`src/rtl/ccc_cfg_pkg.sv`:
```
// Shared types for the CCC/PLL dynamic-reconfiguration sequencer:
// FSM encoding, error causes, pass flag and APB bus widths.
package ccc_cfg_pkg;

   localparam int APB_AW = 6;
   localparam int APB_DW = 8;
   localparam int TMR_W  = 16;

   typedef enum logic [3:0] {
      ST_IDLE,
      ST_RST_PLL,
      ST_FETCH,
      ST_WAIT_BUSY,
      ST_SETUP,
      ST_ACCESS,
      ST_RELEASE,
      ST_WAIT_LOCK,
      ST_DONE,
      ST_ERROR
   } state_e;

   typedef enum logic [1:0] {
      ERR_BUSY_TMO  = 2'b00,
      ERR_VERIFY    = 2'b01,
      ERR_LOCK_TMO  = 2'b10,
      ERR_LOCK_LOST = 2'b11
   } err_code_e;

   typedef enum logic {
      PASS_WR = 1'b0,
      PASS_VF = 1'b1
   } pass_e;

   function automatic logic [TMR_W-1:0] tmr_inc(input logic [TMR_W-1:0] t);
      return (t == '1) ? t : t + TMR_W'(1);
   endfunction

endpackage

```
`src/rtl/ccc_reconfig_ctrl_if.sv`:
```
// Sequencer-side view of the CCC APB port, the config ROM and the CCC status pins.
// The sequencer is the master; the CCC/ROM side is the slave.
interface ccc_reconfig_ctrl_if;
   import ccc_cfg_pkg::*;

   logic              psel;
   logic              penable;
   logic              pwrite;
   logic [APB_AW-1:0] paddr;
   logic [APB_DW-1:0] pwdata;
   logic [APB_DW-1:0] prdata;
   logic [APB_AW-1:0] cfg_raddr;
   logic [APB_DW-1:0] cfg_rdata;
   logic              ccc_busy;
   logic              ccc_lock;

   modport master (
      output psel, penable, pwrite, paddr, pwdata, cfg_raddr,
      input  prdata, cfg_rdata, ccc_busy, ccc_lock
   );

   modport slave (
      input  psel, penable, pwrite, paddr, pwdata, cfg_raddr,
      output prdata, cfg_rdata, ccc_busy, ccc_lock
   );

endinterface

```
`src/rtl/ccc_lock_filter.sv`:
```
// 2-flop synchronizer plus saturating run counter for the async CCC LOCK pin.
// stable_o is high in the LOCK_STABLE-th consecutive synchronized-high cycle onwards.
module ccc_lock_filter #(
   parameter int LOCK_STABLE = 16
) (
   input  logic clk_i,
   input  logic rst_i,
   input  logic lock_i,
   input  logic clr_i,
   output logic lock_sync_o,
   output logic stable_o
);

   localparam int CW = $clog2(LOCK_STABLE + 1);
   localparam logic [CW-1:0] STB    = CW'(LOCK_STABLE);
   localparam logic [CW-1:0] STB_M1 = CW'(LOCK_STABLE - 1);

   logic [1:0]    sync_q;
   logic [CW-1:0] cnt_q, cnt_d;

   always_ff @(posedge clk_i) begin
      if (rst_i) begin
         sync_q <= '0;
         cnt_q  <= '0;
      end else begin
         sync_q <= {sync_q[0], lock_i};
         cnt_q  <= cnt_d;
      end
   end

   always_comb begin
      cnt_d = cnt_q;
      if (clr_i || !sync_q[1]) begin
         cnt_d = '0;
      end else if (cnt_q != STB) begin
         cnt_d = cnt_q + CW'(1);
      end
   end

   // The current high cycle counts, so the run is complete one count early.
   assign lock_sync_o = sync_q[1];
   assign stable_o    = sync_q[1] && (cnt_q >= STB_M1);

endmodule

```
`src/rtl/ccc_reconfig_ctrl.sv`:
```
// Reprograms the CCC/PLL over its APB reconfig port: hold reset, write + verify all bytes, wait for lock.
// Each byte costs 5 cycles with no BUSY stall; BUSY and LOCK decisions lag their pins by 2 cycles.
module ccc_reconfig_ctrl
   import ccc_cfg_pkg::*;
#(
   parameter int NUM_REGS     = 27,
   parameter int RST_HOLD     = 8,
   parameter int BUSY_TIMEOUT = 1024,
   parameter int LOCK_TIMEOUT = 65535,
   parameter int LOCK_STABLE  = 16
) (
   input  logic                clk_i,
   input  logic                rst_i,
   input  logic                start_i,
   ccc_reconfig_ctrl_if.master bus,
   output logic                pll_arst_n_o,
   output logic                pll_powerdown_n_o,
   output logic                ctrl_busy_o,
   output logic                done_o,
   output logic                err_o,
   output logic [1:0]          err_code_o,
   output logic                locked_o
);

   localparam logic [APB_AW-1:0] LAST_IDX = APB_AW'(NUM_REGS - 1);
   localparam logic [TMR_W-1:0]  HOLD_M1  = TMR_W'(RST_HOLD - 1);
   localparam logic [TMR_W-1:0]  BUSY_M1  = TMR_W'(BUSY_TIMEOUT - 1);
   localparam logic [TMR_W-1:0]  LOCK_M1  = TMR_W'(LOCK_TIMEOUT - 1);

   state_e            state_q, state_d;
   pass_e             pass_q, pass_d;
   err_code_e         err_code_q, err_code_d;
   logic [APB_AW-1:0] idx_q, idx_d;
   logic [APB_DW-1:0] wdat_q, wdat_d;
   logic [TMR_W-1:0]  tmr_q, tmr_d;
   logic              fph_q, fph_d;
   logic              pll_arst_n_q, pll_arst_n_d;
   logic              done_q, done_d;
   logic              locked_q, locked_d;
   logic [1:0]        busy_sync_q;
   logic              busy_s;
   logic              lock_s;
   logic              lock_stable;
   logic              go;
   logic              apb_sel;

   always_ff @(posedge clk_i) begin
      if (rst_i) begin
         busy_sync_q <= '0;
      end else begin
         busy_sync_q <= {busy_sync_q[0], bus.ccc_busy};
      end
   end
   assign busy_s = busy_sync_q[1];

   ccc_lock_filter #(
      .LOCK_STABLE (LOCK_STABLE)
   ) u_lock_filter (
      .clk_i       (clk_i),
      .rst_i       (rst_i),
      .lock_i      (bus.ccc_lock),
      .clr_i       (state_q == ST_RELEASE),
      .lock_sync_o (lock_s),
      .stable_o    (lock_stable)
   );

   always_ff @(posedge clk_i) begin
      if (rst_i) begin
         state_q      <= ST_IDLE;
         pass_q       <= PASS_WR;
         err_code_q   <= ERR_BUSY_TMO;
         idx_q        <= '0;
         wdat_q       <= '0;
         tmr_q        <= '0;
         fph_q        <= 1'b0;
         pll_arst_n_q <= 1'b1;
         done_q       <= 1'b0;
         locked_q     <= 1'b0;
      end else begin
         state_q      <= state_d;
         pass_q       <= pass_d;
         err_code_q   <= err_code_d;
         idx_q        <= idx_d;
         wdat_q       <= wdat_d;
         tmr_q        <= tmr_d;
         fph_q        <= fph_d;
         pll_arst_n_q <= pll_arst_n_d;
         done_q       <= done_d;
         locked_q     <= locked_d;
      end
   end

   // START is dead in the DONE-pulse cycle so a late request cannot cut the pulse short.
   assign go = start_i && ((state_q == ST_IDLE) || (state_q == ST_ERROR) ||
                           ((state_q == ST_DONE) && !done_q));

   always_comb begin
      state_d      = state_q;
      pass_d       = pass_q;
      err_code_d   = err_code_q;
      idx_d        = idx_q;
      wdat_d       = wdat_q;
      tmr_d        = '0;
      fph_d        = 1'b0;
      pll_arst_n_d = pll_arst_n_q;
      done_d       = 1'b0;
      locked_d     = locked_q;

      case (state_q)
         ST_RST_PLL: begin
            tmr_d = tmr_inc(tmr_q);
            if (tmr_q >= HOLD_M1) state_d = ST_FETCH;
         end
         ST_FETCH: begin
            // Phase 0 presents the ROM address, phase 1 captures the registered ROM data.
            if (!fph_q) begin
               fph_d = 1'b1;
            end else begin
               wdat_d  = bus.cfg_rdata;
               state_d = ST_WAIT_BUSY;
            end
         end
         ST_WAIT_BUSY: begin
            tmr_d = tmr_inc(tmr_q);
            if (!busy_s) begin
               state_d = ST_SETUP;
            end else if (tmr_q >= BUSY_M1) begin
               state_d    = ST_ERROR;
               err_code_d = ERR_BUSY_TMO;
            end
         end
         ST_SETUP: begin
            state_d = ST_ACCESS;
         end
         ST_ACCESS: begin
            if ((pass_q == PASS_VF) && (bus.prdata != wdat_q)) begin
               state_d    = ST_ERROR;
               err_code_d = ERR_VERIFY;
            end else if (idx_q == LAST_IDX) begin
               idx_d = '0;
               if (pass_q == PASS_WR) begin
                  pass_d  = PASS_VF;
                  state_d = ST_FETCH;
               end else begin
                  pll_arst_n_d = 1'b1;
                  state_d      = ST_RELEASE;
               end
            end else begin
               idx_d   = idx_q + APB_AW'(1);
               state_d = ST_FETCH;
            end
         end
         ST_RELEASE: begin
            state_d = ST_WAIT_LOCK;
         end
         ST_WAIT_LOCK: begin
            tmr_d = tmr_inc(tmr_q);
            if (lock_stable) begin
               locked_d = 1'b1;
               done_d   = 1'b1;
               state_d  = ST_DONE;
            end else if (tmr_q >= LOCK_M1) begin
               state_d    = ST_ERROR;
               err_code_d = ERR_LOCK_TMO;
            end
         end
         ST_DONE: begin
            if (!lock_s) begin
               locked_d   = 1'b0;
               state_d    = ST_ERROR;
               err_code_d = ERR_LOCK_LOST;
            end
         end
         ST_IDLE, ST_ERROR: begin
            state_d = state_q;
         end
         default: begin
            state_d = ST_IDLE;
         end
      endcase

      if (go) begin
         state_d      = ST_RST_PLL;
         pass_d       = PASS_WR;
         idx_d        = '0;
         tmr_d        = '0;
         pll_arst_n_d = 1'b0;
         locked_d     = 1'b0;
         err_code_d   = ERR_BUSY_TMO;
      end
   end

   assign apb_sel       = (state_q == ST_SETUP) || (state_q == ST_ACCESS);
   assign bus.psel      = apb_sel;
   assign bus.penable   = (state_q == ST_ACCESS);
   assign bus.pwrite    = apb_sel && (pass_q == PASS_WR);
   assign bus.paddr     = apb_sel ? idx_q : '0;
   assign bus.pwdata    = apb_sel ? wdat_q : '0;
   assign bus.cfg_raddr = idx_q;

   assign pll_arst_n_o      = pll_arst_n_q;
   assign pll_powerdown_n_o = 1'b1;
   assign ctrl_busy_o       = (state_q != ST_IDLE) && (state_q != ST_DONE) && (state_q != ST_ERROR);
   assign done_o            = done_q;
   assign err_o             = (state_q == ST_ERROR);
   assign err_code_o        = err_code_q;
   assign locked_o          = locked_q;

endmodule
```
`src/flat_wrapper.sv`:
```
// flat-port wrapper written by rule: the top's interface ports become plain ports
module ccc_reconfig_ctrl_flat import ccc_cfg_pkg::*;
#(
   parameter int NUM_REGS     = 27,
   parameter int RST_HOLD     = 8,
   parameter int BUSY_TIMEOUT = 1024,
   parameter int LOCK_TIMEOUT = 65535,
   parameter int LOCK_STABLE  = 16
)
  (clk_i, rst_i, start_i, pll_arst_n_o, pll_powerdown_n_o, ctrl_busy_o, done_o, err_o, err_code_o, locked_o, bus_psel, bus_penable, bus_pwrite, bus_paddr, bus_pwdata, bus_cfg_raddr, bus_prdata, bus_cfg_rdata, bus_ccc_busy, bus_ccc_lock);
  ccc_reconfig_ctrl_if bus_i ();
  input  logic clk_i;
  input  logic rst_i;
  input  logic start_i;
  output logic pll_arst_n_o;
  output logic pll_powerdown_n_o;
  output logic ctrl_busy_o;
  output logic done_o;
  output logic err_o;
  output logic [1:0] err_code_o;
  output logic locked_o;
  output wire logic [$bits(bus_i.psel)-1:0] bus_psel;
  output wire logic [$bits(bus_i.penable)-1:0] bus_penable;
  output wire logic [$bits(bus_i.pwrite)-1:0] bus_pwrite;
  output wire logic [$bits(bus_i.paddr)-1:0] bus_paddr;
  output wire logic [$bits(bus_i.pwdata)-1:0] bus_pwdata;
  output wire logic [$bits(bus_i.cfg_raddr)-1:0] bus_cfg_raddr;
  input wire logic [$bits(bus_i.prdata)-1:0] bus_prdata;
  input wire logic [$bits(bus_i.cfg_rdata)-1:0] bus_cfg_rdata;
  input wire logic [$bits(bus_i.ccc_busy)-1:0] bus_ccc_busy;
  input wire logic [$bits(bus_i.ccc_lock)-1:0] bus_ccc_lock;
  assign bus_psel = bus_i.psel;
  assign bus_penable = bus_i.penable;
  assign bus_pwrite = bus_i.pwrite;
  assign bus_paddr = bus_i.paddr;
  assign bus_pwdata = bus_i.pwdata;
  assign bus_cfg_raddr = bus_i.cfg_raddr;
  assign bus_i.prdata = bus_prdata;
  assign bus_i.cfg_rdata = bus_cfg_rdata;
  assign bus_i.ccc_busy = bus_ccc_busy;
  assign bus_i.ccc_lock = bus_ccc_lock;
  ccc_reconfig_ctrl #(.NUM_REGS(NUM_REGS), .RST_HOLD(RST_HOLD), .BUSY_TIMEOUT(BUSY_TIMEOUT), .LOCK_TIMEOUT(LOCK_TIMEOUT), .LOCK_STABLE(LOCK_STABLE)) u_core (.clk_i(clk_i), .rst_i(rst_i), .start_i(start_i), .bus(bus_i), .pll_arst_n_o(pll_arst_n_o), .pll_powerdown_n_o(pll_powerdown_n_o), .ctrl_busy_o(ctrl_busy_o), .done_o(done_o), .err_o(err_o), .err_code_o(err_code_o), .locked_o(locked_o));
endmodule
```
`config.mk`:
```
export PLATFORM = sky130hd
export DESIGN_NAME = ccc_reconfig_ctrl_flat
export DESIGN_NICKNAME = d
export VERILOG_FILES = /design/src/rtl/ccc_cfg_pkg.sv /design/src/rtl/ccc_reconfig_ctrl_if.sv /design/src/rtl/ccc_lock_filter.sv /design/src/rtl/ccc_reconfig_ctrl.sv /design/src/flat_wrapper.sv
export SDC_FILE = /design/constraint.sdc
export NUM_CORES = 1
export LEC_CHECK = 0
export BUFFER_PORTS_ARGS = -buffer_cell sky130_fd_sc_hd__buf_2
export CAP_MARGIN = 20
export CORE_MARGIN = 2
export CORE_UTILIZATION = 55
export CTS_CLUSTER_SIZE = 8
export DETAILED_ROUTE_END_ITERATION = 6
export GPL_TIMING_DRIVEN = 0
export HOLD_SLACK_MARGIN = 0.06
export PLACE_DENSITY_LB_ADDON = 0.12
export SLEW_MARGIN = 20
export SYNTH_ARGS = -nofsm -noshare
export SYNTH_HDL_FRONTEND = slang
export SYNTH_SLANG_ARGS = --single-unit
```
`constraint.sdc`:
```
create_clock -name clk_i -period 2.9 [get_ports clk_i]
set_input_delay 0.145 -clock clk_i [delete_from_list [all_inputs] [get_ports clk_i]]
set_output_delay 0.145 -clock clk_i [all_outputs]
set_load 0.02 [all_outputs]
```
==> results of run 1 <==
-- kinds of logic after synthesis --
kind of cell	count (synthesis)	share of synthesized area
AND/OR/NAND/NOR	143	0.2918
multiplexers	12	0.04600
flip-flops	50	0.3833
adder cells (fa/ha/maj)	7	0.03354
AO/OA/AOI/OAI	51	0.1289
other	1	0.001436
buffers and inverters	23	0.03785
XOR/XNOR	23	0.07714
-- worst max-delay path by stage --
stage                                                from                           endpoint  slack, ps  cells after the start
3_3_place_gp   u_core.u_lock_filter.cnt_q[0]$_SDFFE_PP0P_  u_core.err_code_o[1]$_SDFFE_PP0P_        590                      8
2_1_floorplan  u_core.u_lock_filter.cnt_q[0]$_SDFFE_PP0P_  u_core.err_code_o[1]$_SDFFE_PP0P_        840                      8
4_1_cts        u_core.u_lock_filter.cnt_q[0]$_SDFFE_PP0P_  u_core.err_code_o[1]$_SDFFE_PP0P_        540                      8
3_5_place_dp   u_core.u_lock_filter.cnt_q[1]$_SDFFE_PP0P_  u_core.err_code_o[1]$_SDFFE_PP0P_        560                      8
6_report       u_core.u_lock_filter.cnt_q[1]$_SDFFE_PP0P_  u_core.err_code_o[0]$_SDFFE_PP0P_        510                      8
5_1_grt        u_core.u_lock_filter.cnt_q[0]$_SDFFE_PP0P_  u_core.err_code_o[0]$_SDFFE_PP0P_        270                      8
-- cells in the final DEF (no fill, tap or decap), types with 3 or more instances in the layout --
| cell type | count |
|---|---|
| a311oi_1 | 3 |
| xnor2_1 | 5 |
| ha_1 | 7 |
| clkbuf_1 | 9 |
| xor2_1 | 18 |
| or3_1 | 6 |
| clkbuf_8 | 6 |
| nor4_1 | 4 |
| dfxtp_1 | 50 |
| nand2_1 | 18 |
| inv_1 | 10 |
| o21ai_0 | 8 |
| nor2b_1 | 8 |
| and3_1 | 4 |
| a21oi_1 | 16 |
| nor3_1 | 8 |
| nand4_1 | 7 |
| and4_1 | 4 |
| mux2i_1 | 12 |
| nand3_1 | 14 |
| o211ai_1 | 3 |
| and2_1 | 15 |
| nor2_1 | 42 |
| o21bai_1 | 3 |
| buf_2 | 51 |
-- layer usage --
layer  track usage  vias to the layer above
met4       0.07819                        0
met1        0.3003                     1074
li1              -                     1210
met3       0.05387                       11
met5             0                        -
met2        0.3495                       69
-- where the power goes --
| part | switching, mW | internal (mW) | leakage [nW] | total, mW |
|---|---|---|---|---|
| Combinational | 0.138 | 0.0902 | 0.887 | 0.228 |
| Clock | 0.224 | 0.368 | 0.0714 | 0.592 |
| Sequential | 0.0162 | 0.702 | 0.404 | 0.719 |
| Total | 0.378 | 1.16 | 1.36 | 1.54 |
-- registers in the layout (all words and copies together) (netlist names), 2 cells and up --
name and count:
u_core.bus.cfg_raddr 6, u_core.busy_sync_q 2, u_core.err_code_o 2, u_core.state_q 4
u_core.tmr_q 16, u_core.u_lock_filter.cnt_q 5, u_core.u_lock_filter.sync_q 2, u_core.wdat_q 8
-- critical path, cell delays in order (launching register included) --
cell	delay (ps)
dfxtp_1	370
ha_1	220
and3_1	180
ha_1	180
o311ai_0	610
nand2_1	210
nor3_4	210
a21oi_1	100
a311oi_1	230
-- stage by stage --
stage / util / setup WS [ps]
floorplan: - / 837.0
global placement: 0.6285 / 589.1
detailed placement: 0.6285 / 561.3
CTS: 0.6634 / 540.5
global route: 0.6647 / 269.9
finish: 0.6647 / 507.9
-- area by class of cell --
class | count | area (um2) | area share
multi-input combinational | 237 | 1518 | 0.4899
sequential | 50 | 1001 | 0.3231
timing repair buffer | 52 | 270.3 | 0.08724
clock buffer | 6 | 82.58 | 0.02666
tap | 54 | 67.56 | 0.02181
buffer | 13 | 61.31 | 0.01979
clock inverter | 2 | 60.06 | 0.01939
inverter | 10 | 37.54 | 0.01212
==> flow_metrics.tcl, run 1 <==
set metrics [dict create \
    fmax_mhz 418.0 \
    nNetsFinal 397 \
    dieWidth_um 72.91 \
    wl_per_cell_um 13.19 \
    rsz0062_at_grt "no" \
    synth_common_cells "dfxtp_1, nor2_1, nand2_1, xor2_1, a21oi_1" \
    rrSetupSlack_ps 510 \
    setup.worst_path.start_class "flop" \
    tns_ps 0 \
    rows 25 \
    cts_tree "done" \
    start_util 0.5603 \
    relSlewSlack 0.5529 \
    fp.coreArea_um2 4661 \
    cts_setup_buffers 0 \
    synth_top_area_frac 0.3833 \
    slew_violations 0 \
    path_clk_slew_ps 90 \
    instances_no_fill 424 \
    maxCapViolations 0 \
    yosys_warnings 0 \
    h-tree-depth 2 \
    fin_crit_ps 2392 \
    setup_viol 0 \
    hold_violations 0 \
    syn_to_final_growth_pct 18.64 \
    cts_buffers 5 \
    syn_inst 310 \
    worstHoldPathCells 3 \
    crit-reg2reg-launch "u_core.u_lock_filter.cnt_q[1]$_SDFFE_PP0P_" \
    wl_met2_um 2554 \
    crit_path_max_fanout 6 \
    drt-met1-wl_um 2663 \
    insertion_delay_ps 300 \
    synth_edf_count 0 \
    hold_buffers 2 \
    arrival_ps 2610 \
    io_pins 52 \
    cts_buffer_depth 2 \
    die_area_um2 5315 \
    hold_path_startpoint "bus_cfg_rdata[6]" \
    yosysUniqueCellTypes 51 \
    gp_congestion 0.9201 \
    hold_end "u_core.wdat_q[6]$_SDFFE_PP0P_" \
    grt_antenna_before_repair 0 \
    drc_errors 0 \
    post-route-period-util 0.8249 \
    cp_data_required_time_ps 3120 \
    yosysSeqAreaShare 0.3833 \
    vdd.ir_drop.worst_mv 0.3209 \
    holdWs_ps 69.70 \
    place_inst 414 \
    synthesis.area_um2 2611 \
    p_per_area_nw_per_um2 496.6 \
    wirelength_um 5592 \
    grt_pass1_vias 2107 \
    vias 2364 \
    power.leakage_nw 1.363 \
    synth_top_flop_cell "dfxtp_1" \
    final_antenna_net_count 0 \
    routed.top_layer "met4" \
    ys_seq_elements 50 \
    fin_area_um2 3098 \
    hold_path.class "input pin to flop" \
    finClkSkew_ps 5.571 \
    max_slew.worst_pin.slew_ps 662.2 \
    dr.pass1.iters 4 \
    async_flop_share 0 \
    port_buffers 50 \
    yosysTopAreaCell "dfxtp_1" \
    ff2ff_path_depth 8 \
    n_antenna_cell 0 \
    die_h_um 72.91 \
    fillCellCount 414 \
    r2r-end "u_core.err_code_o[0]$_SDFFE_PP0P_" \
    crit_type "flop to flop" \
    finalPower_mw 1.538 \
    cts.repair.resized 0 \
    layout-drive-gt1-share 0.1838 \
    grt_max_degree 16 \
    synthTopCellsByArea "dfxtp_1, nor2_1, xor2_1" \
    avgSynthCellArea_um2 8.423 \
    via_per_inst 5.575 \
    met3_length_um 258 \
    hpwl_um 4147 \
    place_area_um2 2929 \
    end_kind "flop" \
    clockRootBuffer "clkbuf_8" \
    status "completed" \
    drtIter0Drc 146 \
    synth_nets 338 \
    cts.sinks 50 \
    grt_pass1_wl_um 9370 \
    grt_overflow 0 \
    grt_use_total 0.2228 \
    yosysMostFrequentCell "dfxtp_1" \
]
No activity file was read; power rests on OpenSTA's default activity.
==> run 2, diff against run 1 <==
--- a/config.mk
+++ b/config.mk
@@ -5,6 +5,7 @@
 export SDC_FILE = /design/constraint.sdc
 export NUM_CORES = 1
 export LEC_CHECK = 0
+export ABC_AREA = 1
 export BUFFER_PORTS_ARGS = -buffer_cell sky130_fd_sc_hd__buf_2
 export CAP_MARGIN = 20
 export CORE_MARGIN = 2
==> constraint.sdc (replaced) <==
create_clock -name clk_i -period 2.5 [get_ports clk_i]
set_input_delay 0.125 -clock clk_i [delete_from_list [all_inputs] [get_ports clk_i]]
set_output_delay 0.125 -clock clk_i [all_outputs]
set_load 0.02 [all_outputs]
==> flow_metrics.tcl, run 2 <==
set metrics [dict create \
    status "completed" \
    arrival_ps 1830 \
    insertion_delay_ps 300 \
    via_per_inst 4.989 \
    drtIter0Drc 120 \
    grt_pass1_vias 2583 \
    vias 2759 \
    synth_edf_count 0 \
    die_h_um 76.87 \
    grt_use_total 0.2314 \
    startpoint "u_core.state_q[3]$_SDFFE_PP0P_" \
    crit-reg2reg-launch "u_core.u_lock_filter.cnt_q[0]$_SDFFE_PP0P_" \
    fin_crit_ps 1959 \
    die_area_um2 5908 \
    cts_buffer_depth 2 \
    avgSynthCellArea_um2 6.904 \
    hold_violations 0 \
    cp_data_required_time_ps 2380 \
    synth_top_area_frac 0.3428 \
    hold_path.class "input pin to flop" \
    io_pins 52 \
    fillCellCount 488 \
    grt_antenna_before_repair 0 \
    maxCapViolations 0 \
    crit_path_max_fanout 10 \
    layout_common_cells "nand2_1, nor2_1, inv_1" \
    post-route-period-util 0.7836 \
    cts_tree "done" \
    final_common_cell "nand2_1" \
    finClkSkew_ps 8.068 \
    gp_congestion 0.9589 \
    layout-drive-gt1-share 0.2236 \
    clockRootBuffer "clkbuf_8" \
    nNetsFinal 510 \
    fmax_mhz 510.4 \
    syn_inst 423 \
    wirelength_um 6438 \
    slew_violations 0 \
    yosysUniqueCellTypes 37 \
    synth_top_flop_cell "dfxtp_1" \
    rsz0062_at_grt "no" \
    cts.sinks 50 \
    synth_nets 451 \
    final_antenna_net_count 0 \
    start_util 0.5718 \
    h-tree-depth 2 \
    setup.worst_path.start_class "flop" \
    n_antenna_cell 0 \
    setup_viol 0 \
    yosys_warnings 0 \
    hpwl_um 4996 \
    yosysMostFrequentCell "nand2_1" \
    yosysTopAreaCell "dfxtp_1" \
    port_buffers 49 \
    tns_ps 0 \
    power.leakage_nw 1.494 \
    largest-register "u_core.tmr_q" \
    syn_to_final_growth_pct 16.20 \
    grt_overflow 0 \
    fin_util 0.6644 \
    ys_seq_elements 50 \
    crit_type "flop to output port" \
    hold_path_startpoint "bus_cfg_rdata[5]" \
    synthesis.area_um2 2920 \
    end_kind "output port" \
    finalPower_mw 1.523 \
    fp.coreArea_um2 5107 \
    synthTopCellsByArea "dfxtp_1, nand2_1, nor2_1" \
    grt_pass1_wl_um 11140 \
    p_per_area_nw_per_um2 448.9 \
    cts_buffers 5 \
    cts.repair.resized 0 \
    rows 26 \
    async_flop_share 0 \
    grt_max_degree 16 \
    vdd.ir_drop.worst_mv 0.3290 \
    dieWidth_um 76.87 \
    largest_register_ffs 16 \
    wl_per_cell_um 11.64 \
    path_clk_slew_ps 90 \
    dr.pass1.iters 4 \
    drc_errors 0 \
    synth_common_cells "nand2_1, nor2_1, inv_1, dfxtp_1, nand3_1" \
    yosysSeqAreaShare 0.3428 \
]
-- run 2: cell types whose count changed after synthesis, sizes merged, moves of 11 or more --
cell | previous run | this run
and2 | 15 | 0
inv | 10 | 68
mux2i | 12 | 0
nand2 | 18 | 82
nand3 | 14 | 30
nor2 | 42 | 80
o21ai | 8 | 21
xor2 | 18 | 7
-- run 2: worst max-delay path, cell delays in order, from the launching register on --
cell	delay, ps
dfxtp_1	410
nor2_4	220
inv_2	90
nor2_1	180
inv_1	150
buf_2	200
nor2_1	100
buf_2	170
-- run 2: layout make-up --
cell class	count	area, um2	area share
multi-input combinational	298	1622	0.4779
sequential	50	1001	0.2950
timing repair buffer	52	275.3	0.08112
inverter	69	260.3	0.07670
tap	70	87.58	0.02581
clock buffer	6	72.57	0.02139
clock inverter	2	37.54	0.01106
buffer	6	37.54	0.01106
-- run 2: cell families (layout without fill, tap and decap cells) --
| kind of cell | count (synthesis) | in the layout | synth area share |
|---|---|---|---|
| buffers and inverters | 75 | 135 | 0.1020 |
| AOI/OAI and AO/OA | 54 | 54 | 0.1037 |
| adders and majority gates | 7 | 7 | 0.02999 |
| xor gates and xnor gates | 18 | 18 | 0.05398 |
| and+or+nand+nor | 218 | 218 | 0.3663 |
| DFF | 50 | 50 | 0.3428 |
| other | 1 | 1 | 0.001284 |
-- run 2: what timing repair did --
| action | 4_1_cts | 5_1_grt |
|---|---|---|
| hold buffers | 3 | 0 |
| buffers inserted | 0 | 0 |
| hold endpoints to repair | 7 | 0 |
-- run 2: through the flow --
step           instance area, um2  setup slack, ps  cells  hold slack [ps]
3_3_place_gp                 3253            643.0    542            330.4
2_1_floorplan                2920            768.0    423            232.0
5_1_grt                      3393            343.5    553            111.4
3_5_place_dp                 3253            638.0    542            336.4
4_1_cts                      3393            539.3    553            94.00
6_report                     3393            540.9    553            114.3
-- run 2: path summary, 6_finish.rpt --
check	end	slack [ps]	depth (start not counted)
setup / recovery	bus_paddr[0]	540	7
hold / removal	u_core.wdat_q[5]$_SDFFE_PP0P_	110	3
setup reg to reg	u_core.state_q[0]$_SDFFE_PP0P_	600	13
hold reg to reg	u_core.busy_sync_q[1]$_SDFF_PP0_	410	2
-- run 2: report_power, final --
| group | switching [mW] | internal, mW |
|---|---|---|
| registers | 0.0110 | 0.805 |
| clock network | 0.270 | 0.299 |
| logic | 0.0834 | 0.0548 |
-- run 2: layer usage --
layer | GRT usage | wire length, um | vias up
met2 | 0.4061 | 3041 | 76
met3 | 0.04588 | 345 | 8
met5 | 0 | 0 | -
met1 | 0.2801 | 2972 | 1216
li1 | - | - | 1459
met4 | 0.08182 | 80 | 0
